--- src/rtl/proj2_pkg.sv ---
// Shared definitions for the Proj2 pipeline: default widths, ALU command encodings
// and the legal-command check used by the execute stage.
package proj2_pkg;

   localparam int DEFAULT_BITS  = 32;
   localparam int DEFAULT_CBITS = 4;
   localparam int DEFAULT_RBITS = 4;

   localparam logic [DEFAULT_CBITS-1:0] CMD_ADD  = 4'b0000;
   localparam logic [DEFAULT_CBITS-1:0] CMD_SUB  = 4'b0001;
   localparam logic [DEFAULT_CBITS-1:0] CMD_LT   = 4'b0100;
   localparam logic [DEFAULT_CBITS-1:0] CMD_LE   = 4'b0101;
   localparam logic [DEFAULT_CBITS-1:0] CMD_AND  = 4'b1000;
   localparam logic [DEFAULT_CBITS-1:0] CMD_OR   = 4'b1001;
   localparam logic [DEFAULT_CBITS-1:0] CMD_XOR  = 4'b1010;
   localparam logic [DEFAULT_CBITS-1:0] CMD_NAND = 4'b1100;
   localparam logic [DEFAULT_CBITS-1:0] CMD_NOR  = 4'b1101;
   localparam logic [DEFAULT_CBITS-1:0] CMD_NXOR = 4'b1110;

   function automatic logic is_legal_cmd(input logic [DEFAULT_CBITS-1:0] ctl);
      logic legal;
      case (ctl)
         CMD_ADD, CMD_SUB, CMD_LT, CMD_LE,
         CMD_AND, CMD_OR, CMD_XOR, CMD_NAND, CMD_NOR, CMD_NXOR: legal = 1'b1;
         default:                                              legal = 1'b0;
      endcase
      return legal;
   endfunction

endpackage

--- src/rtl/ex_stage_alu.sv ---
// Combinational ALU: arithmetic, signed compares and bitwise ops, zero latency.
// Undefined commands produce zero; legality is flagged by the caller.
module ALU
   import proj2_pkg::*;
#(
   parameter int BITS  = DEFAULT_BITS,
   parameter int CBITS = DEFAULT_CBITS
) (
   input  logic [CBITS-1:0] i_ctl,
   input  logic [BITS-1:0]  i_a,
   input  logic [BITS-1:0]  i_b,
   output logic [BITS-1:0]  o_result
);

   logic w_lt;
   logic w_eq;

   // Compares treat operands as two's-complement values.
   assign w_lt = $signed(i_a) < $signed(i_b);
   assign w_eq = (i_a == i_b);

   always_comb begin
      o_result = '0;
      case (i_ctl)
         CMD_ADD:  o_result = i_a + i_b;
         CMD_SUB:  o_result = i_a - i_b;
         CMD_LT:   o_result = {{(BITS-1){1'b0}}, w_lt};
         CMD_LE:   o_result = {{(BITS-1){1'b0}}, w_lt | w_eq};
         CMD_AND:  o_result = i_a & i_b;
         CMD_OR:   o_result = i_a | i_b;
         CMD_XOR:  o_result = i_a ^ i_b;
         CMD_NAND: o_result = ~(i_a & i_b);
         CMD_NOR:  o_result = ~(i_a | i_b);
         CMD_NXOR: o_result = ~(i_a ^ i_b);
         default:  o_result = '0;
      endcase
   end

endmodule

--- src/rtl/ex_stage.sv ---
// Execute stage: forwarding muxes, ALU and the EX/MEM register, latency 1 cycle.
// A full register with OUT_READY low holds its contents, drops IN_READY and counts stalls.
module ex_stage
   import proj2_pkg::*;
#(
   parameter int BITS  = DEFAULT_BITS,
   parameter int CBITS = DEFAULT_CBITS,
   parameter int RBITS = DEFAULT_RBITS
) (
   input  logic             CLK,
   input  logic             RESET,
   input  logic             IN_VALID,
   output logic             IN_READY,
   input  logic [CBITS-1:0] IN_CTL,
   input  logic [RBITS-1:0] IN_RA,
   input  logic [RBITS-1:0] IN_RB,
   input  logic [BITS-1:0]  IN_AVAL,
   input  logic [BITS-1:0]  IN_BVAL,
   input  logic [BITS-1:0]  IN_IMM,
   input  logic             IN_USEIMM,
   input  logic [RBITS-1:0] IN_RD,
   input  logic             IN_WREN,
   input  logic             WB_VALID,
   input  logic             WB_WREN,
   input  logic [RBITS-1:0] WB_RD,
   input  logic [BITS-1:0]  WB_DATA,
   output logic             OUT_VALID,
   input  logic             OUT_READY,
   output logic [BITS-1:0]  OUT_RESULT,
   output logic [RBITS-1:0] OUT_RD,
   output logic             OUT_WREN,
   output logic             OUT_ILLEGAL,
   output logic [15:0]      STALLS
);

   logic             r_out_valid;
   logic [BITS-1:0]  r_out_result;
   logic [RBITS-1:0] r_out_rd;
   logic             r_out_wren;
   logic             r_out_illegal;
   logic [15:0]      r_stalls;

   logic             w_accept;
   logic             w_stall;
   logic             w_legal;
   logic [BITS-1:0]  w_op_a;
   logic [BITS-1:0]  w_op_b;
   logic [BITS-1:0]  w_alu_result;

   assign IN_READY = ~r_out_valid | OUT_READY;
   assign w_accept = IN_VALID & IN_READY;
   assign w_stall  = r_out_valid & ~OUT_READY;
   assign w_legal  = is_legal_cmd(IN_CTL);

   // EX/MEM forward outranks WB since it is the younger producer; it stays live while stalled.
   always_comb begin
      w_op_a = IN_AVAL;
      if (IN_RA == '0)
         w_op_a = '0;
      else if (r_out_valid && r_out_wren && r_out_rd == IN_RA)
         w_op_a = r_out_result;
      else if (WB_VALID && WB_WREN && WB_RD == IN_RA)
         w_op_a = WB_DATA;
   end

   always_comb begin
      w_op_b = IN_BVAL;
      if (IN_USEIMM)
         w_op_b = IN_IMM;
      else if (IN_RB == '0)
         w_op_b = '0;
      else if (r_out_valid && r_out_wren && r_out_rd == IN_RB)
         w_op_b = r_out_result;
      else if (WB_VALID && WB_WREN && WB_RD == IN_RB)
         w_op_b = WB_DATA;
   end

   ALU #(
      .BITS  (BITS),
      .CBITS (CBITS)
   ) u_alu (
      .i_ctl    (IN_CTL),
      .i_a      (w_op_a),
      .i_b      (w_op_b),
      .o_result (w_alu_result)
   );

   always_ff @(posedge CLK or posedge RESET) begin
      if (RESET) begin
         r_out_valid   <= 1'b0;
         r_out_result  <= '0;
         r_out_rd      <= '0;
         r_out_wren    <= 1'b0;
         r_out_illegal <= 1'b0;
         r_stalls      <= '0;
      end else if (w_stall) begin
         if (r_stalls != 16'hFFFF)
            r_stalls <= r_stalls + 16'd1;
      end else if (w_accept) begin
         r_out_valid   <= 1'b1;
         r_out_result  <= w_legal ? w_alu_result : '0;
         r_out_rd      <= IN_RD;
         r_out_wren    <= IN_WREN & w_legal;
         r_out_illegal <= ~w_legal;
      end else begin
         r_out_valid   <= 1'b0;
      end
   end

   assign OUT_VALID   = r_out_valid;
   assign OUT_RESULT  = r_out_result;
   assign OUT_RD      = r_out_rd;
   assign OUT_WREN    = r_out_wren;
   assign OUT_ILLEGAL = r_out_illegal;
   assign STALLS      = r_stalls;

endmodule

--- config.mk ---
export PLATFORM = sky130hd
export DESIGN_NAME = ex_stage
export DESIGN_NICKNAME = d
export VERILOG_FILES = /design/src/rtl/proj2_pkg.sv /design/src/rtl/ex_stage_alu.sv /design/src/rtl/ex_stage.sv
export SDC_FILE = /design/constraint.sdc
export NUM_CORES = 1
export LEC_CHECK = 0
export BUFFER_PORTS_ARGS = -buffer_cell sky130_fd_sc_hd__buf_2
export CORE_ASPECT_RATIO = 1.5
export CORE_MARGIN = 1.5
export CORE_UTILIZATION = 62
export DETAILED_ROUTE_END_ITERATION = 7
export PLACE_DENSITY = 0.95
export SLEW_MARGIN = 10
export SYNTH_ARGS = -nofsm -noshare
export SYNTH_HDL_FRONTEND = slang
export SYNTH_HIERARCHICAL = 1
export SYNTH_SLANG_ARGS = --single-unit
--- constraint.sdc ---
create_clock -name CLK -period 7.17 [get_ports CLK]
set_input_delay 0.717 -clock CLK [delete_from_list [all_inputs] [get_ports CLK]]
set_output_delay 0.717 -clock CLK [all_outputs]
set_load 0.02 [all_outputs]
==> qor.txt <==
Drt first pass iters: 7
Post-Syn Nets: 1598
EDFF count, synth: 0
Horiz. Die Dim: 106 um
Die height: 157 um
Drt total wl: 34500 um
Placed Cells incl. Taps: 1675
CTS tree: done
Critical path class: input pin to flop
Clock latency on the worst-skew pair: 0.31 ns
Hold buffers post-CTS: 0
Hold crit path type: flop to flop
LEAKAGE: 5.53 nW
Power Internal: 0.000909 W
Share of cells above drive strength 1: 19.1%
Most used flip-flop cell after synthesis: dfrtp_1
Largest net degree at the start of global routing: 62
Hold endpoint: OUT_ILLEGAL
Flop2flop setup slack: 1.57 ns
Logic pwr share: 60.5%
Sequential Power Share: 23.8%
Clk sinks: 55
Pwr/cell area: 163 nW/um^2
Ant diodes: 0
Critical Path, Cell by Cell: buf_2 -> xor2_1 -> nor3_1 -> nand4_1 -> mux2i_1 -> o221ai_1 -> ha_1 -> fa_1 -> a21o_1 -> a221oi_1 -> and3_1 -> or2_1 -> o21ai_0 -> o41ai_1 -> o221a_2 -> a211oi_1 -> o32ai_1 -> a22o_1
YS warnings: 6
Via Count: 11400
Multi-input gate area: 7460 um^2
Req. time, crit path: 7.42 ns
Clock power frac: 15.7%
F_max: 166 MHz
P_sw: 0.000873 W
Setup crit end kind: flop
Port Buffer Count: 211
Routed len/inst: 20.5 um
Htree depth: 2
Crit share post-route: 83.8%
Least-Margin Pin Slew: 1.16 ns
Reg-to-reg startpoint: OUT_RD[3]
RSZ-0062 raised after global routing: false
Area delta synth->final: 12.0%
Post-CTS Resized: 0
Vias in the first global route: 11000
Synth area leaders: dfrtp_1 (14%), ha_1 (12%), nand2_1 (6.1%)
CORE AREA: 15600 um^2
Rows: 56
Outcome: completed
# Post-CTS Setup Buffers: 0
Critical path arrival: 6.26 ns
Post-route DRC: 0
Yosys cell types: 85
Hold Path Stages: 2
Worst-path maximum fanout: 12
Max Transition Viols Final: 0
Most frequent cells in the layout: buf_2 (211), nand2_1 (159), inv_1 (138)
GR Overflow Total: 0
Clock Tree Root: clkbuf_16
Synth async-reset ratio: 100%
Clk_skew: 0.0159 ns
Register area share after synthesis: 14.1%
Register area: 1380 um^2
Max rail drop VDD: 0.153 mV
Slowest stage delay, CP: 0.72 ns
Total Die Area: 16600 um^2
Yosys reg bits: 55
# fillers: 1338
Mean area per synthesized cell: 7.28 um^2
CTS buffer count: 5
Clock Path Buffers: 2
Fin Setup TNS: 0 ns
Initial Util: 62.9%
Mapped cell area: 9780 um^2
Finish-stage setup viols: 0
Detailed Place HPWL: 25200 um
HP Start: OUT_ILLEGAL
Clock transition at path regs: 0.09 ns
Nets: 1734
Final Worst Setup Slack: 1.16 ns
Tmin final: 6.01 ns
GP Congestion: 1.06
Vias/cell: 6.78
Commonest non-fill, non-tap cell in the layout: buf_2
Setup Slack @ Placement: 1.12 ns
Post-route ant nets: 0
DRT iter0 DRCs: 1262
Startpoint Class: input pin
Post-synth top area cell: dfrtp_1
Worst slew margin: 22.5%
Crit Reg-Reg Endpoint: OUT_RESULT[30]
Total GRT Usage: 39.9%
Worst Reg-to-Reg Cells: 17
Net Sw Frac: 49.0%
Count of final hold-check violations: 0
Yosys top cell area share: 14.1%
Max cap viols: 0
Global-route wire length before repair: 53600 um
Slowest-stage cell, CP: nand4_1
Ports: 212
Initial antenna violation count: 0
Post-synthesis instance total: 1343
Finished Layout Cells: 1683
-- worst max path at each step --
| stage | endpoint | from | cells after the start | slack (ns) |
|---|---|---|---|---|
| 2_1_floorplan | OUT_RESULT[19] | WB_RD[2] | 20 | 2.47 |
| 6_report | OUT_RESULT[30] | IN_RB[3] | 18 | 1.16 |
| 3_5_place_dp | OUT_RESULT[30] | IN_RB[3] | 18 | 1.12 |
| 4_1_cts | OUT_RESULT[30] | IN_RB[3] | 18 | 1.41 |
| 5_1_grt | OUT_RESULT[28] | IN_RB[3] | 19 | 0.97 |
| 3_3_place_gp | OUT_RESULT[30] | IN_RB[3] | 18 | 1.28 |
-- critical path: cells and delay by family --
family | cells | cell delay (ns)
AOI/OAI and AO/OA | 9 | 2.71
and+or+nand+nor | 4 | 1.41
adders and majority gates | 2 | 0.74
muxes | 1 | 0.39
xor gates and xnor gates | 1 | 0.16
buffers and inverters | 1 | 0.13
-- through the flow --
stage	utilization, %	area (um^2)	power, W	hold WS (ns)
floorplan	-	9780	0.00117	0.594
global placement	69.4	10800	0.00144	0.475
detailed placement	69.4	10800	0.00147	0.488
CTS	70.4	11000	0.00175	0.508
global route	70.4	11000	0.00188	0.532
finish	70.4	11000	0.00178	0.508
-- cells in the mapped netlist, drive strengths merged, types with 3 or more instances --
master / number
nor3: 27
mux2i: 53
or3: 3
o22ai: 23
o21a: 5
a31oi: 8
o221ai: 45
or4: 3
nand4: 15
a221oi: 7
o211ai: 9
a21o: 14
o21ai: 72
o31a: 4
clkbuf: 67
a221o: 8
nand2b: 13
and3: 9
nor4: 14
ha: 97
xor2: 32
a22o: 35
a211o: 4
or2: 11
xnor2: 56
a2111oi: 3
nand2: 159
a211oi: 10
mux2: 5
o21bai: 11
o32ai: 3
nand3: 17
inv: 142
nor2b: 12
o311ai: 5
buf: 30
dfrtp: 55
a311oi: 34
a21oi: 88
o31ai: 5
o211a: 4
nor2: 94
-- power by group through the flow --
stage | combinational, W | sequential (W) | clock [W]
floorplan | 0.000691 | 0.000477 | 0
global placement | 0.00101 | 0.000427 | 0
detailed placement | 0.00104 | 0.000429 | 0
CTS | 0.00105 | 0.000423 | 0.000277
global route | 0.00116 | 0.000431 | 0.000288
finish | 0.00108 | 0.000425 | 0.000279
-- state kept, by name, indices dropped and copies added, names as in the netlist --
name and flops:
OUT_ILLEGAL 1, OUT_RD 4, OUT_RESULT 32, OUT_VALID 1, OUT_WREN 1, STALLS 16
-- logic make-up after synthesis --
family,share of synthesized area (%)
compound gates,31.3
buf+inv,9.90
fa+ha+maj,12.8
simple gates,18.0
xor+xnor,7.88
flops,14.1
mux,6.04
-- routing by layer --
metal  vias up  wire [um]  track usage, %  part of all wire [%]
li1       5092          -               -                     -
met4         0       1990            25.2                   5.8
met1      5375      12300            43.1                    36
met2       747      17600            73.8                    51
met5         -          0               0                     0
met3       200       2680            4.37                   7.8
-- area by class of cell --
class | instances | share of cell area, %
multi-input combinational | 1048 | 68.1
tap | 203 | 2.32
clock inverter | 3 | 0.308
timing repair buffer | 226 | 10.7
clock buffer | 5 | 1.14
inverter | 143 | 4.90
sequential | 55 | 12.6
Power figures use the tool's default switching activity.
